--- config.mk ---
export PLATFORM = sky130hd
export DESIGN_NAME = cpu_dp
export DESIGN_NICKNAME = d
export VERILOG_FILES = /design/src/rtl/cpu_dp.sv
export SDC_FILE = /design/constraint.sdc
export NUM_CORES = 1
export LEC_CHECK = 0
export ABC_AREA = 0
export CAP_MARGIN = 15
export CORE_MARGIN = 5
export CORE_UTILIZATION = 40
export DETAILED_ROUTE_END_ITERATION = 7
export SYNTH_ARGS = -nofsm -noshare
export SYNTH_HDL_FRONTEND = slang
export SYNTH_SLANG_ARGS = --single-unit
--- constraint.sdc ---
create_clock -name clk -period 4.9 [get_ports clk]
set_clock_uncertainty 0.1 [all_clocks]
set_input_delay 0.735 -clock clk [delete_from_list [all_inputs] [get_ports clk]]
set_output_delay 0.735 -clock clk [all_outputs]
set_load 0.02 [all_outputs]
--- src/rtl/cpu_dp.sv ---
// ---------------------------------------------------------------------------
// cpu_dp : execution datapath that sits after the microprogrammed control unit.
//
// It holds a register file of R0..R7 plus a temp register R8, the ALU and
// shifter, and the registered status word (psw) that the control unit
// branches on. It also drives the data-memory address, the write data and
// the write strobe.
//
// Parameter
//   bw      data/register width (bw >= 4)
//
// Ports
//   clk     system clock; all state changes on the rising edge
//   rst     asynchronous active-low reset; clears R0..R8 and psw
//   cw      control word: [12:9] FS, [8] MB, [7] MD, [6] RW, [5] MW,
//           [4] FL, [3] TD, [2] TA, [1] TB, [0] MA
//   ir_ops  operand fields: [8:6] DA, [5:3] AA, [2:0] BA
//   pc      current program counter (addr when MA=0)
//   din     memory read data
//   psw     registered flags {z, n, c, v}
//   addr    memory address (MA ? A bus : pc)
//   dout    memory write data (the B bus)
//   mw      memory write enable (cw[5], combinational)
//
// Optional feature: define CPU_DP_MUL_EN to turn FS=1111 into an unsigned
// multiply (low bw bits of A*B). When the macro is undefined, FS=1111
// gives a zero result.
// ---------------------------------------------------------------------------
module cpu_dp #(
   parameter int bw = 8
) (
   input  logic          clk,
   input  logic          rst,
   input  logic [12:0]   cw,
   input  logic [8:0]    ir_ops,
   input  logic [8:0]    pc,
   input  logic [bw-1:0] din,
   output logic [3:0]    psw,
   output logic [8:0]    addr,
   output logic [bw-1:0] dout,
   output logic          mw
);

   // control word fields
   logic [3:0] fs;
   logic       mb, md, rw, fl, td, ta, tb, ma;

   assign fs = cw[12:9];
   assign mb = cw[8];
   assign md = cw[7];
   assign rw = cw[6];
   assign mw = cw[5];
   assign fl = cw[4];
   assign td = cw[3];
   assign ta = cw[2];
   assign tb = cw[1];
   assign ma = cw[0];

   // Register file: entry 8 is the temp register. The TA, TB and TD
   // selects are folded into 4-bit indexes, so that one array serves
   // all three ports.
   logic [bw-1:0] rf [0:8];
   logic [3:0]    a_idx, b_idx, d_idx;

   assign a_idx = ta ? 4'd8 : {1'b0, ir_ops[5:3]};
   assign b_idx = tb ? 4'd8 : {1'b0, ir_ops[2:0]};
   assign d_idx = td ? 4'd8 : {1'b0, ir_ops[8:6]};

   logic [bw-1:0] a_bus, b_src, b_bus, d_bus;

   assign a_bus = rf[a_idx];
   assign b_src = rf[b_idx];
   assign b_bus = mb ? {{(bw-3){1'b0}}, ir_ops[2:0]} : b_src;
   assign dout  = b_bus;

   // The A bus is fitted to the 9-bit address: zero-extended when it is
   // narrower, truncated when it is wider.
   logic [8:0] a_addr;

   if (bw >= 9) begin : g_addr_trunc
      assign a_addr = a_bus[8:0];
   end else begin : g_addr_ext
      assign a_addr = {{(9-bw){1'b0}}, a_bus};
   end

   assign addr = ma ? a_addr : pc;

   // Adder operand selection. Every arithmetic code (0001..0110) becomes
   // A + y + cin in bw+1 bits, so that carry and overflow come from a
   // single adder. A-1 is A + all-ones, which leaves c=0 exactly when A
   // was zero (a borrow).
   logic [bw-1:0] add_y;
   logic          add_cin;
   logic [bw:0]   sum;
   logic          add_v;

   // NOTE: every signal written in an always_comb gets a default first, so
   // that no path leaves it unassigned and no latch is inferred.
   always_comb begin
      add_y   = '0;
      add_cin = 1'b0;
      case (fs)
         4'b0001: add_cin = 1'b1;
         4'b0010: add_y   = b_bus;
         4'b0011: begin
            add_y   = b_bus;
            add_cin = psw[1];
         end
         4'b0100: add_y = ~b_bus;
         4'b0101: begin
            add_y   = ~b_bus;
            add_cin = 1'b1;
         end
         4'b0110: add_y = '1;
         default: ;
      endcase
   end

   assign sum   = {1'b0, a_bus} + {1'b0, add_y} + {{bw{1'b0}}, add_cin};
   // Signed overflow: the operands have the same sign, and the sign of
   // the sum differs from it.
   assign add_v = (a_bus[bw-1] == add_y[bw-1]) && (sum[bw-1] != a_bus[bw-1]);

`ifdef CPU_DP_MUL_EN
   logic [2*bw-1:0] prod;
   assign prod = {{bw{1'b0}}, a_bus} * {{bw{1'b0}}, b_bus};
`endif

   // Result and flag selection
   logic [bw-1:0] res;
   logic          c_f, v_f;

   always_comb begin
      res = '0;
      c_f = 1'b0;
      v_f = 1'b0;
      case (fs)
         4'b0000: res = a_bus;
         4'b0111: res = b_bus;
         4'b0001, 4'b0010, 4'b0011, 4'b0100, 4'b0101, 4'b0110: begin
            res = sum[bw-1:0];
            c_f = sum[bw];
            v_f = add_v;
         end
         4'b1000: res = a_bus & b_bus;
         4'b1001: res = a_bus | b_bus;
         4'b1010: res = a_bus ^ b_bus;
         4'b1011: res = ~a_bus;
         4'b1100: begin
            res = {1'b0, b_bus[bw-1:1]};
            c_f = b_bus[0];
         end
         4'b1101: begin
            res = {b_bus[bw-2:0], 1'b0};
            c_f = b_bus[bw-1];
         end
         4'b1110: begin
            res = {b_bus[bw-1], b_bus[bw-1:1]};
            c_f = b_bus[0];
         end
         default: begin
`ifdef CPU_DP_MUL_EN
            res = prod[bw-1:0];
            c_f = |prod[2*bw-1:bw];
`else
            res = '0;
`endif
         end
      endcase
   end

   // z and n always come from the ALU result, even when the D bus
   // carries din.
   logic z_f, n_f;

   assign z_f   = (res == '0);
   assign n_f   = res[bw-1];
   assign d_bus = md ? din : res;

   // NOTE: the register file is small and must read as zero after reset,
   // so the whole array sits on the async reset, not just the psw.
   // NOTE: state is updated with non-blocking assignments. Reads in the
   // same cycle therefore see the old value, and there is no forwarding.
   always_ff @(posedge clk or negedge rst) begin
      if (!rst) begin
         for (int i = 0; i < 9; i++) rf[i] <= '0;
         psw <= 4'b0000;
      end else begin
         if (rw) rf[d_idx] <= d_bus;
         if (fl) psw <= {z_f, n_f, c_f, v_f};
      end
   end

endmodule

; After elaboration in Yosys (flattened, before gate mapping)
; Index checks and enable logic that the tools add are counted.
[totals]
ff_bits = 76
latch_bits = 0
ramBits = 0
romBits = 0
input_bits = 41
elab_cells = 69
memories = 0
[classes]
add_sub_neg = 2
multipliers = 0
n_div = 0
n_lt_le_gt_ge = 4
n_eq_ne = 16
shifts = 0
n_mux = 20
n_bitwise = 8
n_reduce_logical = 9
[op_table]
columns = cell, count
row1 = 8-bit one-hot mux with 10 select lines, 1
row2 = 72-bit bitwise mux, 1
row3 = 8-bit binary-select mux with 4-bit select, 2
row4 = 8-bit 2-to-1 mux, 7
row5 = 8-bit demux with 4-bit select, 1
row6 = "4-bit equality test, second input constant", 7
row7 = 8-bit one-hot mux with 3 select lines, 1
row8 = "4-bit by 3-bit equality test with 1-bit output, second input constant", 4
row9 = 8-bit NOT, 2
row10 = "5-bit >= comparator, second input constant", 3
row11 = 4-bit NOT with 5-bit output, 3
row12 = 4-bit 2-to-1 mux, 3
row13 = 8-bit by 8-bit adder with 9-bit output, 1
row14 = 9-bit by 1-bit adder with 9-bit output, 1
row15 = 9-bit 2-to-1 mux, 1
row16 = 8-bit bitwise AND, 1
row17 = "4-bit by 2-bit equality test with 1-bit output, second input constant", 2
row18 = 8-bit logical NOT, 1
row19 = 8-bit bitwise OR, 1
row20 = 2-bit OR reduction, 4
row21 = 8-bit XOR, 1
row22 = 6-bit OR reduction, 1
row23 = "5-bit by 1-bit < comparator with 1-bit output, second input constant", 1
row24 = "4-bit by 1-bit equality test with 1-bit output, second input constant", 1
row25 = 7 further kinds, 8

; Depth between registers and ports, before layout
[logic_depth]
depth_word = 13
depth_mapped = 18
mapped_depth_nobuf = 17

; Least setup slack after synthesis
; OpenSTA, ideal clock, no wires.
[synth_path]
kind = input to register
from = input ir_ops[2]
to = register rf[12] (netlist bit)
setup_time_ns = 0.125
arrival_ns = 4.599
t_required_ns = 4.675
path_slack_ns = 0.076
path_stages = 16
n_path_buf = 2
cell_sequence = clkbuf_2 > buf_2 > mux2i_1 > a32oi_1 > a2bb2oi_1 > a211oi_1 > fa_1 > inv_1 > fa_1 > nor2b_1 > o21ai_0 > or3b_2 > a32oi_1 > o221ai_1 > o41a_1 > mux2_2
[synth_via]
elab_chain_len = 13
[synth_rtl]
columns = element, line_no
row1 = start: declaration, 35  ; input logic [8:0] ir_ops,
row2 = 4-bit 2-to-1 mux (*), 66  ; assign b_idx = tb ? 4'd8 : {1'b0, ir_ops[2:0]};
row3 = 4-bit NOT with 5-bit output (not written as such) (*), 72  ; assign b_src = rf[b_idx];
row4 = 8-bit binary-select mux with 4-bit select (*), 72
row5 = 8-bit 2-to-1 mux (not written as such) (*) (2 in series), 72
row6 = 8-bit 2-to-1 mux (*), 73  ; assign b_bus = mb ? {{(bw-3){1'b0}}, ir_ops[2:0]} : b_src;
row7 = via dout[0], 40  ; output logic [bw-1:0] dout,
row8 = 8-bit NOT, "109, 111"
row9 = 8-bit one-hot mux with 3 select lines (*), 102  ; case (fs)
row10 = 8-bit by 8-bit adder with 9-bit output (*), 119  ; assign sum = {1'b0, a_bus} + {1'b0, add_y} + {{bw{1'b0}}, add_cin};
row11 = 9-bit by 1-bit adder with 9-bit output (*), 119
row12 = 8-bit one-hot mux with 10 select lines (*), 137  ; case (fs)
row13 = 8-bit 2-to-1 mux (*), 178  ; assign d_bus = md ? din : res;
row14 = 72-bit bitwise mux (*), 189  ; if (rw) rf[d_idx] <= d_bus;
row15 = end signal: indexed assignment, 189
row16 = end: declaration, 62  ; logic [bw-1:0] rf [0:8];
; The timed path passes the listed nets; every way through them passes the cells marked *. The select of a mux whose other input is x is not followed.
; A chain may end at the register's enable or synchronous reset.

; Worst setup path after layout
[layout_path]
from = input ir_ops[0]
to = register rf[28] (netlist bit)
[layout_via]
elab_chain_len = 13
[layout_rtl]
columns = element, line_no
row1 = 4-bit 2-to-1 mux, 66
row2 = 4-bit NOT with 5-bit output (not written as such), 72
row3 = 8-bit binary-select mux with 4-bit select, 72
row4 = 8-bit 2-to-1 mux (not written as such) (2 in series), 72
row5 = 8-bit 2-to-1 mux (*), 73
row6 = 8-bit NOT, "109, 111"
row7 = 8-bit one-hot mux with 3 select lines, 102
row8 = 8-bit by 8-bit adder with 9-bit output, 119
row9 = 9-bit by 1-bit adder with 9-bit output, 119
row10 = 8-bit one-hot mux with 10 select lines (*), 137
row11 = 8-bit 2-to-1 mux (*), 178
row12 = 72-bit bitwise mux (*), 189
; Mark *: on every way between the ends. The rest lies on a longest branch, timed or not. The select of a mux whose other input is x is not followed.

==> results.cfg <==
[run_status]
outcome = completed

[yosys]
synth_area_um2 = 5770
synthesis.nets = 639
ys_seq_elements = 76
yosys_warnings = 0
synthArstFlopShare = 1.00
synth_edf_count = 0
synth_ff_type = dfrtp_1
postSynthCellCount = 577
avgSynthCellArea_um2 = 10.0
synth.distinct_cells = 78
yosysSeqAreaShare = 0.330

[global_routing]
use_met3 = 0.0372
busiest_layer = met2
grt_pass1_wl_mm = 30.6
grt_overflow = 0
grt_usage = 0.238
grt_max_degree = 77
grt_pass1_vias = 5390
grt_use_met2 = 0.392
antenna_found_initial = 0
use_met1 = 0.318

[finish]
fin_area_um2 = 7560
area_growth_pct = 31.0
multi_input_area_um2 = 3640
layout_common_cells = 97 x buf_4, 76 x dfrtp_1, 68 x mux2_2
fin_nets = 777
final_common_cell = buf_4
regArea_um2 = 1900
n_antenna_cell = 0
drive_gt1_frac = 0.311
instances_no_fill = 904
fillerInstances = 1305

[routing]
drt_wl_total_mm = 20.0
drt_iter0_drc = 606
ant_nets = 0
routedWlPerCell_um = 22.1
first_pass_iters = 5
post-route-drc-count = 0
via_per_inst = 5.89
via_count = 5321

[placed_design]
dp.cells = 887
gp_congestion = 1.01
dp_hpwl_mm = 15.1
place_ws_ns = -0.450
placed_cell_area_um2 = 7180
portBuffers = 60

[timing]
slew_headroom = 0.251
setup_viol = 0
setup_ws_ns = 0.215
setup_tns_ns = 0
period_share = 0.956
maxSlewViolCount = 0
period_minus_slack_ns = 4.69
hold_viol = 0
worst_pin_slew_ns = 1.12
max_freq_ghz = 0.213

[die]
start_util = 0.402
ios = 63
die_x_um = 130
core_area_um2 = 14400
rows = 44
die_h_um = 130
die_area_um2 = 16900

[clocking]
cts_hold_buf = 0
cts_root_buf = clkbuf_16
cts.sinks = 76
cts_buffers = 9
cts_setup_buffers = 0
clock_path_buffers = 2
clock_latency_ns = 0.34
tritoncts = done
cts.htree.levels = 3
clk_pin_slew_ns = 0.06

[critical_path]
worstPathRequired_ns = 5.02
cp_max_fo = 5
worstPathArrival_ns = 4.80
start_kind = primary input
worst-setup-path-type = in -> reg
critPathCaptureType = flip-flop

[power_and_ir_drop]
worst_ir_drop_vdd_uv = 206
power_density_nw_per_um2 = 368
leakagePower_nw = 3.38

[min_path]
hold_path_class = reg -> reg

[job]
cap_violations = 0
-- worst max-delay path, stage by stage --
cell	delay, ns
dlygate4sd2_1	0.28
mux4_2	0.52
or3_1	0.32
o211ai_1	0.12
a2bb2oi_2	0.10
nor2_1	0.12
a211oi_2	0.07
fa_1	0.42
inv_1	0.08
fa_1	0.21
nor2b_1	0.07
o21ai_0	0.13
or3b_2	0.45
a32oi_1	0.23
o221ai_2	0.16
o41a_1	0.47
mux2_2	0.30
-- synth_stat cells (11+ instances only) --
| master | n | area [um2] |
|---|---|---|
| dfrtp_1 | 76 | 1900 |
| mux2_2 | 68 | 766 |
| nand2_1 | 56 | 210 |
| nor2_1 | 50 | 188 |
| mux2i_1 | 37 | 370 |
| inv_1 | 31 | 116 |
| ha_1 | 19 | 238 |
| o21ai_0 | 17 | 85.1 |
| nor3_1 | 14 | 70.1 |
| a21oi_1 | 12 | 60.1 |
| clkbuf_1 | 11 | 41.3 |
| mux4_2 | 11 | 248 |
-- state kept, by name, summed over array words and instances, names as in the netlist --
name and count:
rf 72, psw 4
-- worst paths after layout --
| check | endpoint | cells after the start | slack (ns) | startpoint |
|---|---|---|---|---|
| worst max-delay path | rf[28] | 17 | 0.21 | ir_ops[0] |
| worst min-delay path | rf[48] | 2 | 0.40 | rf[48] |
| worst max register to register | rf[28] | 16 | 0.55 | rf[32] |
| worst min register to register | rf[48] | 2 | 0.40 | rf[48] |
| max in group asynchronous | rf[18] | 1 | 3.61 | rst |
| min in group asynchronous | rf[15] | 1 | 0.46 | rst |
-- power by group --
part           switching, W  total [W]  internal (W)
logic              0.000524    0.00111      0.000585
registers          0.000151   0.000961      0.000810
clock network      0.000274   0.000713      0.000439
total              0.000948    0.00278       0.00183
-- logic make-up (layout without fill, tap and decap cells) --
| logic type | after synthesis | in the layout | share of synthesized area |
|---|---|---|---|
| AND/OR/NAND/NOR | 167 | 167 | 0.134 |
| multiplexers | 124 | 124 | 0.266 |
| AO/OA/AOI/OAI | 121 | 122 | 0.164 |
| flip-flops | 76 | 76 | 0.330 |
| buffers and inverters | 64 | 206 | 0.0525 |
| adder cells (fa/ha/maj) | 21 | 21 | 0.0481 |
| XOR/XNOR | 4 | 4 | 0.00607 |
-- stage by stage --
step	total power (W)	util	hold WS [ns]
floorplan	0.00159	-	0.339
global placement	0.00202	0.499	0.375
detailed placement	0.00205	0.499	0.390
CTS	0.00277	0.522	0.405
global route	0.00293	0.526	0.431
finish	0.00278	0.526	0.403
-- routing by layer --
metal	vias up	routed length [um]
met3	43	1280
met4	0	627
li1	2436	-
met2	217	9310
met5	-	0
met1	2625	8750
-- what timing repair did --
| item | CTS | global route |
|---|---|---|
| setup endpoints to repair | 25 | 36 |
| pin swaps | 1 | 1 |
| gates resized for setup | 3 | 8 |
| cloned | 0 | 1 |
-- area by class of cell --
class,instances,share of cell area
Tap cell,184,0.0304
Clock buffer,12,0.0352
Timing Repair Buffer,158,0.179
Sequential cell,76,0.252
Inverter,32,0.0159
Multi-Input combinational cell,438,0.481
Clock inverter,4,0.00728
(Power assumes the default switching activity.)
